<file path="src/rtl/tdm_demux8.sv">
// Receive end of an 8:1 TDM serial link: locks to frame sync, tracks the slot
// index and rebuilds the parallel word, with flywheel and slip recovery.
module tdm_demux8 #(
  parameter int unsigned N_CH     = 8,
  parameter int unsigned SEL_W    = 3,
  parameter int unsigned MAX_MISS = 2
) (
  input  logic             clk,
  input  logic             rst_n,
  input  logic             en,
  input  logic             din,
  input  logic             fsync,
  output logic [SEL_W-1:0] S,
  output logic [N_CH-1:0]  Y,
  output logic             frame_valid,
  output logic             locked,
  output logic             sync_err
);

  localparam int unsigned MISS_W = $clog2(MAX_MISS + 1);

  typedef enum logic {HUNT, LOCK} state_t;

  state_t              state;
  logic [SEL_W-1:0]    slot;
  logic [N_CH-2:0]     shreg;
  logic [MISS_W-1:0]   miss_cnt;

  assign S = slot;

  // The last slot's bit goes straight into Y, so shreg only holds slots 0..N_CH-2.
  always_ff @(posedge clk) begin
    if (!rst_n) begin
      state       <= HUNT;
      slot        <= '0;
      shreg       <= '0;
      miss_cnt    <= '0;
      Y           <= '0;
      frame_valid <= 1'b0;
      locked      <= 1'b0;
      sync_err    <= 1'b0;
    end else begin
      frame_valid <= 1'b0;
      sync_err    <= 1'b0;
      if (en) begin
        case (state)
          HUNT: begin
            if (fsync) begin
              shreg[0] <= din;
              slot     <= SEL_W'(1);
              miss_cnt <= '0;
              state    <= LOCK;
              locked   <= 1'b1;
            end
          end
          LOCK: begin
            if (fsync && slot != '0) begin
              // Slip: restart the frame with this bit as slot 0.
              sync_err <= 1'b1;
              shreg[0] <= din;
              slot     <= SEL_W'(1);
              miss_cnt <= '0;
            end else if (slot == '0) begin
              if (fsync) begin
                shreg[0] <= din;
                slot     <= SEL_W'(1);
                miss_cnt <= '0;
              end else if (miss_cnt == MISS_W'(MAX_MISS - 1)) begin
                state    <= HUNT;
                locked   <= 1'b0;
                miss_cnt <= '0;
              end else begin
                shreg[0] <= din;
                slot     <= SEL_W'(1);
                miss_cnt <= miss_cnt + MISS_W'(1);
              end
            end else if (slot == SEL_W'(N_CH - 1)) begin
              Y           <= {din, shreg};
              frame_valid <= 1'b1;
              slot        <= '0;
            end else begin
              shreg[slot] <= din;
              slot        <= slot + SEL_W'(1);
            end
          end
          default: state <= HUNT;
        endcase
      end
    end
  end

endmodule
</file>
<file path="config.mk">
export PLATFORM = sky130hd
export DESIGN_NAME = tdm_demux8
export DESIGN_NICKNAME = d
export VERILOG_FILES = /design/src/rtl/tdm_demux8.sv
export SDC_FILE = /design/constraint.sdc
export NUM_CORES = 1
export LEC_CHECK = 0
export ABC_CLOCK_PERIOD_IN_PS = 2040
export BUFFER_PORTS_ARGS = -buffer_cell sky130_fd_sc_hd__buf_2
export CORE_MARGIN = 4
export CORE_UTILIZATION = 50
export CTS_BUF_LIST = sky130_fd_sc_hd__clkbuf_8 sky130_fd_sc_hd__clkbuf_16
export DETAILED_ROUTE_END_ITERATION = 6
export GPL_ROUTABILITY_DRIVEN = 0
export HOLD_SLACK_MARGIN = 0.05
export PLACE_DENSITY = 0.73
export SYNTH_ARGS = -nofsm -noshare
export SYNTH_HDL_FRONTEND = slang
export SYNTH_SLANG_ARGS = --single-unit
</file>
<file path="constraint.sdc">
create_clock -name clk -period 2.04 [get_ports clk]
set_input_delay 0 -clock clk [delete_from_list [all_inputs] [get_ports clk]]
set_output_delay 0 -clock clk [all_outputs]
set_load 0.03 [all_outputs]
</file>
==> results of run 1 <==
## metrics by stage
stage | cell area, sq um | instances
after floorplan | 1070 | 112
after CTS | 1230 | 158
final | 1230 | 158
after global placement | 1170 | 153
after global routing | 1230 | 158
after detailed placement | 1170 | 153
## cells by family after synthesis
logic type | after synthesis | synth area share (%)
compound gates | 13 | 9.62
flops | 24 | 45.1
buf+inv | 9 | 4.34
fa+ha+maj | 3 | 3.52
simple gates | 48 | 23.4
mux | 15 | 14.1
## layout make-up
cell class                 count  area share (%)
multi-input combinational     79            43.9
sequential                    24            39.1
timing repair buffer          21            9.58
clock buffer                   3            3.36
tap                           27            2.75
inverter                       4            1.22
## synthesized netlist by cell type
| master | n | area share, % |
|---|---|---|
| nand2b_1 | 2 | 1.2 |
| buf_4 | 1 | 0.70 |
| nor2b_1 | 1 | 0.59 |
| a2111oi_0 | 1 | 0.82 |
| o21ai_1 | 1 | 0.47 |
| nand4_1 | 3 | 1.8 |
| ha_1 | 3 | 3.5 |
| buf_2 | 1 | 0.47 |
| and2b_2 | 1 | 0.82 |
| and2_1 | 2 | 1.2 |
| or2b_2 | 1 | 0.82 |
| dfxtp_1 | 24 | 45 |
| clkbuf_1 | 2 | 0.70 |
| inv_1 | 4 | 1.4 |
| nor2_1 | 12 | 4.2 |
| or3b_4 | 1 | 1.1 |
| a21oi_1 | 4 | 1.9 |
| mux2i_1 | 15 | 14 |
| o221ai_4 | 1 | 2.5 |
| nor3_1 | 4 | 1.9 |
| nand3_1 | 6 | 2.8 |
| nor4_2 | 1 | 1.2 |
| o21ai_0 | 3 | 1.4 |
| a21o_2 | 1 | 0.82 |
| nand4b_1 | 2 | 1.6 |
| nand2_1 | 12 | 4.2 |
| a32o_1 | 1 | 0.94 |
| buf_6 | 1 | 1.1 |
| a21oi_2 | 1 | 0.82 |
## critical path, cell delays in order, from the launching register on
cell and delay (ns):
dfxtp_1 0.40, inv_1 0.11, ha_1 0.19, or2b_2 0.36, nand4_1 0.11, buf_4 0.20
mux2i_1 0.21, nor2_1 0.05
## sequential cells by signal, indices dropped and copies added, names as in the netlist
| name | cells |
|---|---|
| Y | 8 |
| shreg | 7 |
| S | 3 |
| miss_cnt | 2 |
| frame_valid | 1 |
| locked | 1 |
| state | 1 |
| sync_err | 1 |
## metal layers
| layer | vias to the layer above | GRT usage [%] |
|---|---|---|
| met1 | 363 | 20.0 |
| met2 | 14 | 23.9 |
| met3 | 2 | 4.43 |
| met4 | 0 | 3.32 |
| li1 | 431 | - |
| met5 | - | 0 |
## path summary, 6_finish.rpt
check               from          end  slack (ns)  cells after the start
min reg2reg  miss_cnt[1]  miss_cnt[1]        0.45                      2
max reg2reg         S[0]         Y[7]        0.28                      7
max                 S[0]         Y[7]        0.28                      7
min                fsync     sync_err        0.10                      3
## power groups by stage
stage	Sequential (mW)	Combinational, mW	Clock, mW
after floorplan	0.498	0.0436	0
after global placement	0.493	0.0631	0
after detailed placement	0.494	0.0641	0
after CTS	0.483	0.0673	0.272
after global routing	0.484	0.0751	0.286
final	0.483	0.0662	0.261
## repair_timing
item,CTS,global route
hold buffers,2,0
endpoints found under the hold margin,2,0
setup buffers,0,0
resized for setup,0,0
==> metrics.cfg, run 1 <==
[drt]
dr_wl_met3_microns=67
first_pass_iters=4
route.met2.wl_microns=892
dr_total_vias=810
antenna_left=0
wl_mm=1.93
wl_per_cell_microns=12.2
route.detailed.drc=0
wl_met1_microns=962
routed_via_density=5.13
highest_layer=met4
drtIter0Drc=5

[die]
die_y_microns=54.2
die_area_sq_um=2930
initial_core_util_pct=53.2
die_w_microns=54.2
core_sq_um=2000
ios=19
rows=16

[sta]
fmax_ghz=0.569
finalCriticalPeriod_ns=1.76
finalCritPeriodShare_pct=86.1
setup_viol=0
clock_skew_ns=0.00292
rsz0062_at_grt=no
hold_viol=0
drv_slew=0
tns_ns=0
hold_ws_ns=0.102
setup_slack_ns=0.284
slew_headroom_pct=75.5
tightest_slew_ns=0.367

[clock_network]
insertion_delay_ns=0.25
cts_tree=yes
cts_buffers=3
clkTransAtPathRegs_ns=0.08
root_buffer=clkbuf_8
cts_max_level=1
clock_path_buffers=2
clock_sinks=24

[logic_synthesis]
synth_nets=120
ys_seq_elements=24
ys.warnings.count=0
ys_seq_area_share_pct=45.1
syn_area_sq_um=1070
synth_cells=112
avgSynthCellArea_sq_um=9.52
synth_cell_types=29

[critical_path]
critPathCaptureType=flop
worstSetupStartpointType=flop
cp.arrival_ns=1.89
required_ns=2.17
crit_type=flop to flop
crit_fanout=9

[power]
p_leak_nw=0.593
comb_power_share_pct=8.2
switchingPower_mw=0.180
sequentialPowerShare_pct=59.6
internal-power_mw=0.630
vdd_drop_max_uv=727
power.density_nw_per_um2=660
p_total_mw=0.810
power.share.clock_pct=32.2
switching_share_pct=22.2

[placed_design]
dp_slack_ns=0.286
io_buffers=18
dpl.hpwl_mm=1.44

[global_routing]
grt_remaining_overflow=0
track_usage_pct=15.0
grt_start_max_net_pins=18
grt_antenna_before_repair=0
grt_pass1_vias=734
grt_pass1_wl_mm=3.25

[layout]
drive_above_1_share_pct=22.1
num_antenna_cells=0
multi_input_area_sq_um=539
final_nets=141
final_cell_mix=dfxtp_1, buf_2, mux2i_1
utilization_pct=61.3
syn2layout_area_growth_pct=15.1
final_common_cell=dfxtp_1
fill_cells=193
regArea_sq_um=480

[run_status]
status=complete, no violations

[job]
maxCapViolations=0

[worst_hold_path]
holdCritPathClass=input port to flop

No activity file was read; power rests on OpenSTA's default activity.
==> run 2, diff against run 1 <==
PLACE_DENSITY = 0.81   (was 0.73)
==> run 2 against run 1 <==
  * Sequential share of layout area is 0.93 points lower
  * Cell count is 0.63% higher
  * Non-clock buffer count stayed put
  * Critical endpoint is now Y[2]
  * Critical path type unchanged
  * Routed wire length is 7.7% higher
  * Global-route usage is 0.79 points higher
  * Setup slack worse by 0.055 ns
==> metrics.cfg, run 2 (synthesis gave the netlist of run 1 again) <==
[drt]
dr_total_vias=855  ; was 810
first_pass_iters=4  ; unchanged
antenna_left=0  ; unchanged
routed_via_density=5.38  ; was 5.13
drtIter0Drc=31  ; was 5
wl_per_cell_microns=13.1  ; was 12.2 microns
wl_mm=2.08  ; was 1.93 mm
route.detailed.drc=0  ; unchanged

[critical_path]
crit_type=flop to flop  ; unchanged
critPathCaptureType=flop  ; unchanged
crit_fanout=9  ; unchanged
worstSetupStartpointType=flop  ; unchanged
cp.arrival_ns=1.95  ; was 1.89 ns
required_ns=2.18  ; was 2.17 ns

[die]
ios=19  ; unchanged
initial_core_util_pct=53.2  ; unchanged
die_area_sq_um=2930  ; unchanged
core_sq_um=2000  ; unchanged
die_w_microns=54.2  ; unchanged
rows=16  ; unchanged
die_y_microns=54.2  ; unchanged

[global_routing]
grt_pass1_vias=726  ; was 734
grt_antenna_before_repair=0  ; unchanged
grt_pass1_wl_mm=3.29  ; was 3.25 mm
track_usage_pct=15.8  ; was 15.0%
grt_start_max_net_pins=18  ; unchanged
grt_remaining_overflow=0  ; unchanged

[layout]
final_nets=141  ; unchanged
drive_above_1_share_pct=22.7  ; was 22.1%
final_cell_mix=dfxtp_1, buf_2, mux2i_1  ; unchanged
syn2layout_area_growth_pct=18.0  ; was 15.1%
stdcell_area_sq_um=1260  ; was 1230 sq um
fill_cells=172  ; was 193
regMostFlops=Y  ; unchanged
largest_reg_flops=8  ; unchanged
final_common_cell=dfxtp_1  ; unchanged
num_antenna_cells=0  ; unchanged

[job]
maxCapViolations=0  ; unchanged

[sta]
fmax_ghz=0.552  ; was 0.569 GHz
slew_headroom_pct=75.0  ; was 75.5%
rsz0062_at_grt=no  ; unchanged
hold_viol=0  ; unchanged
tns_ns=0  ; unchanged
setup_viol=0  ; unchanged
tightest_slew_ns=0.374  ; was 0.367 ns
drv_slew=0  ; unchanged
clock_skew_ns=0.00984  ; was 0.00292 ns
finalCriticalPeriod_ns=1.81  ; was 1.76 ns
finalCritPeriodShare_pct=88.8  ; was 86.1%
hold_ws_ns=0.0847  ; was 0.102 ns

[clock_network]
cts_max_level=1  ; unchanged
clock_path_buffers=2  ; unchanged
clock_sinks=24  ; unchanged
root_buffer=clkbuf_8  ; unchanged
cts_buffers=3  ; unchanged
insertion_delay_ns=0.27  ; was 0.25 ns
clkTransAtPathRegs_ns=0.09  ; was 0.08 ns
cts_tree=yes  ; unchanged

[power]
switching_share_pct=21.0  ; was 22.2%
internal-power_mw=0.761  ; was 0.630 mW
sequentialPowerShare_pct=50.1  ; was 59.6%
vdd_drop_max_uv=437  ; was 727 uV
comb_power_share_pct=7.1  ; was 8.2%
power.density_nw_per_um2=766  ; was 660 nW/um^2
power.share.clock_pct=42.8  ; was 32.2%
switchingPower_mw=0.202  ; was 0.180 mW
p_leak_nw=0.607  ; was 0.593 nW

[placed_design]
io_buffers=18  ; unchanged
dpl.hpwl_mm=1.42  ; was 1.44 mm
dpl_cell_area_sq_um=1170  ; unchanged

[worst_hold_path]
holdCritPathClass=input port to flop  ; unchanged

[run_status]
status=complete, no violations  ; unchanged

[run 2: cell types whose count changed in the layout (fill, tap and decap cells not counted), sizes merged]
cell	before	now
bufinv	0	1
[run 2: final timing paths]
kind / slack (ns) / cells past startpoint / from / endpoint
worst max-delay path: 0.23 / 7 / S[0] / Y[2]
worst min-delay path: 0.08 / 3 / fsync / sync_err
worst max register to register: 0.23 / 7 / S[0] / Y[2]
worst min register to register: 0.44 / 2 / miss_cnt[1] / miss_cnt[1]
[run 2: worst max-delay path, cell delays in order (launching register included)]
cell	delay, ns
dfxtp_1	0.39
inv_1	0.10
ha_1	0.21
or2b_2	0.39
nand4_1	0.13
buf_4	0.21
mux2i_1	0.20
nor2_1	0.05
[run 2: per-stage QoR]
step / power, mW / std cells / util, % / worst slack, ns
global route: 1.00 / 159 / 62.8 / 0.128
CTS: 0.970 / 159 / 62.8 / 0.253
detailed placement: 0.558 / 153 / 58.3 / 0.295
finish: 0.963 / 159 / 62.8 / 0.229
floorplan: 0.542 / 112 / - / 0.302
global placement: 0.555 / 153 / 58.3 / 0.370
[run 2: final cells by class]
type	count	area, sq um	area share (%)
clock inverter	1	30.0	2.39
sequential	24	480	38.2
tap	27	33.8	2.69
inverter	4	15.0	1.19
timing repair buffer	21	118	9.35
multi-input combinational	79	539	42.9
clock buffer	3	41.3	3.28
[run 2: timing repair]
action                                  4_1_cts  5_1_grt
hold buffers                                  2        0
buffers inserted                              0        0
endpoints found under the hold margin         2        0
resized for setup                             0        0
endpoints found under the setup margin        0        0
[run 2: power by group through the flow]
stage | clock (mW) | sequential (mW) | combinational, mW
finish | 0.412 | 0.482 | 0.0688
global placement | 0 | 0.493 | 0.0626
global route | 0.444 | 0.484 | 0.0741
CTS | 0.419 | 0.482 | 0.0685
floorplan | 0 | 0.498 | 0.0436
detailed placement | 0 | 0.494 | 0.0643
[run 2: per-layer routing]
layer	GRT usage, %	routed length, microns	up-vias
li1	-	-	433
met1	20.1	934	386
met2	23.9	946	29
met3	3.88	146	7
met4	9.54	50	0
met5	0	0	-
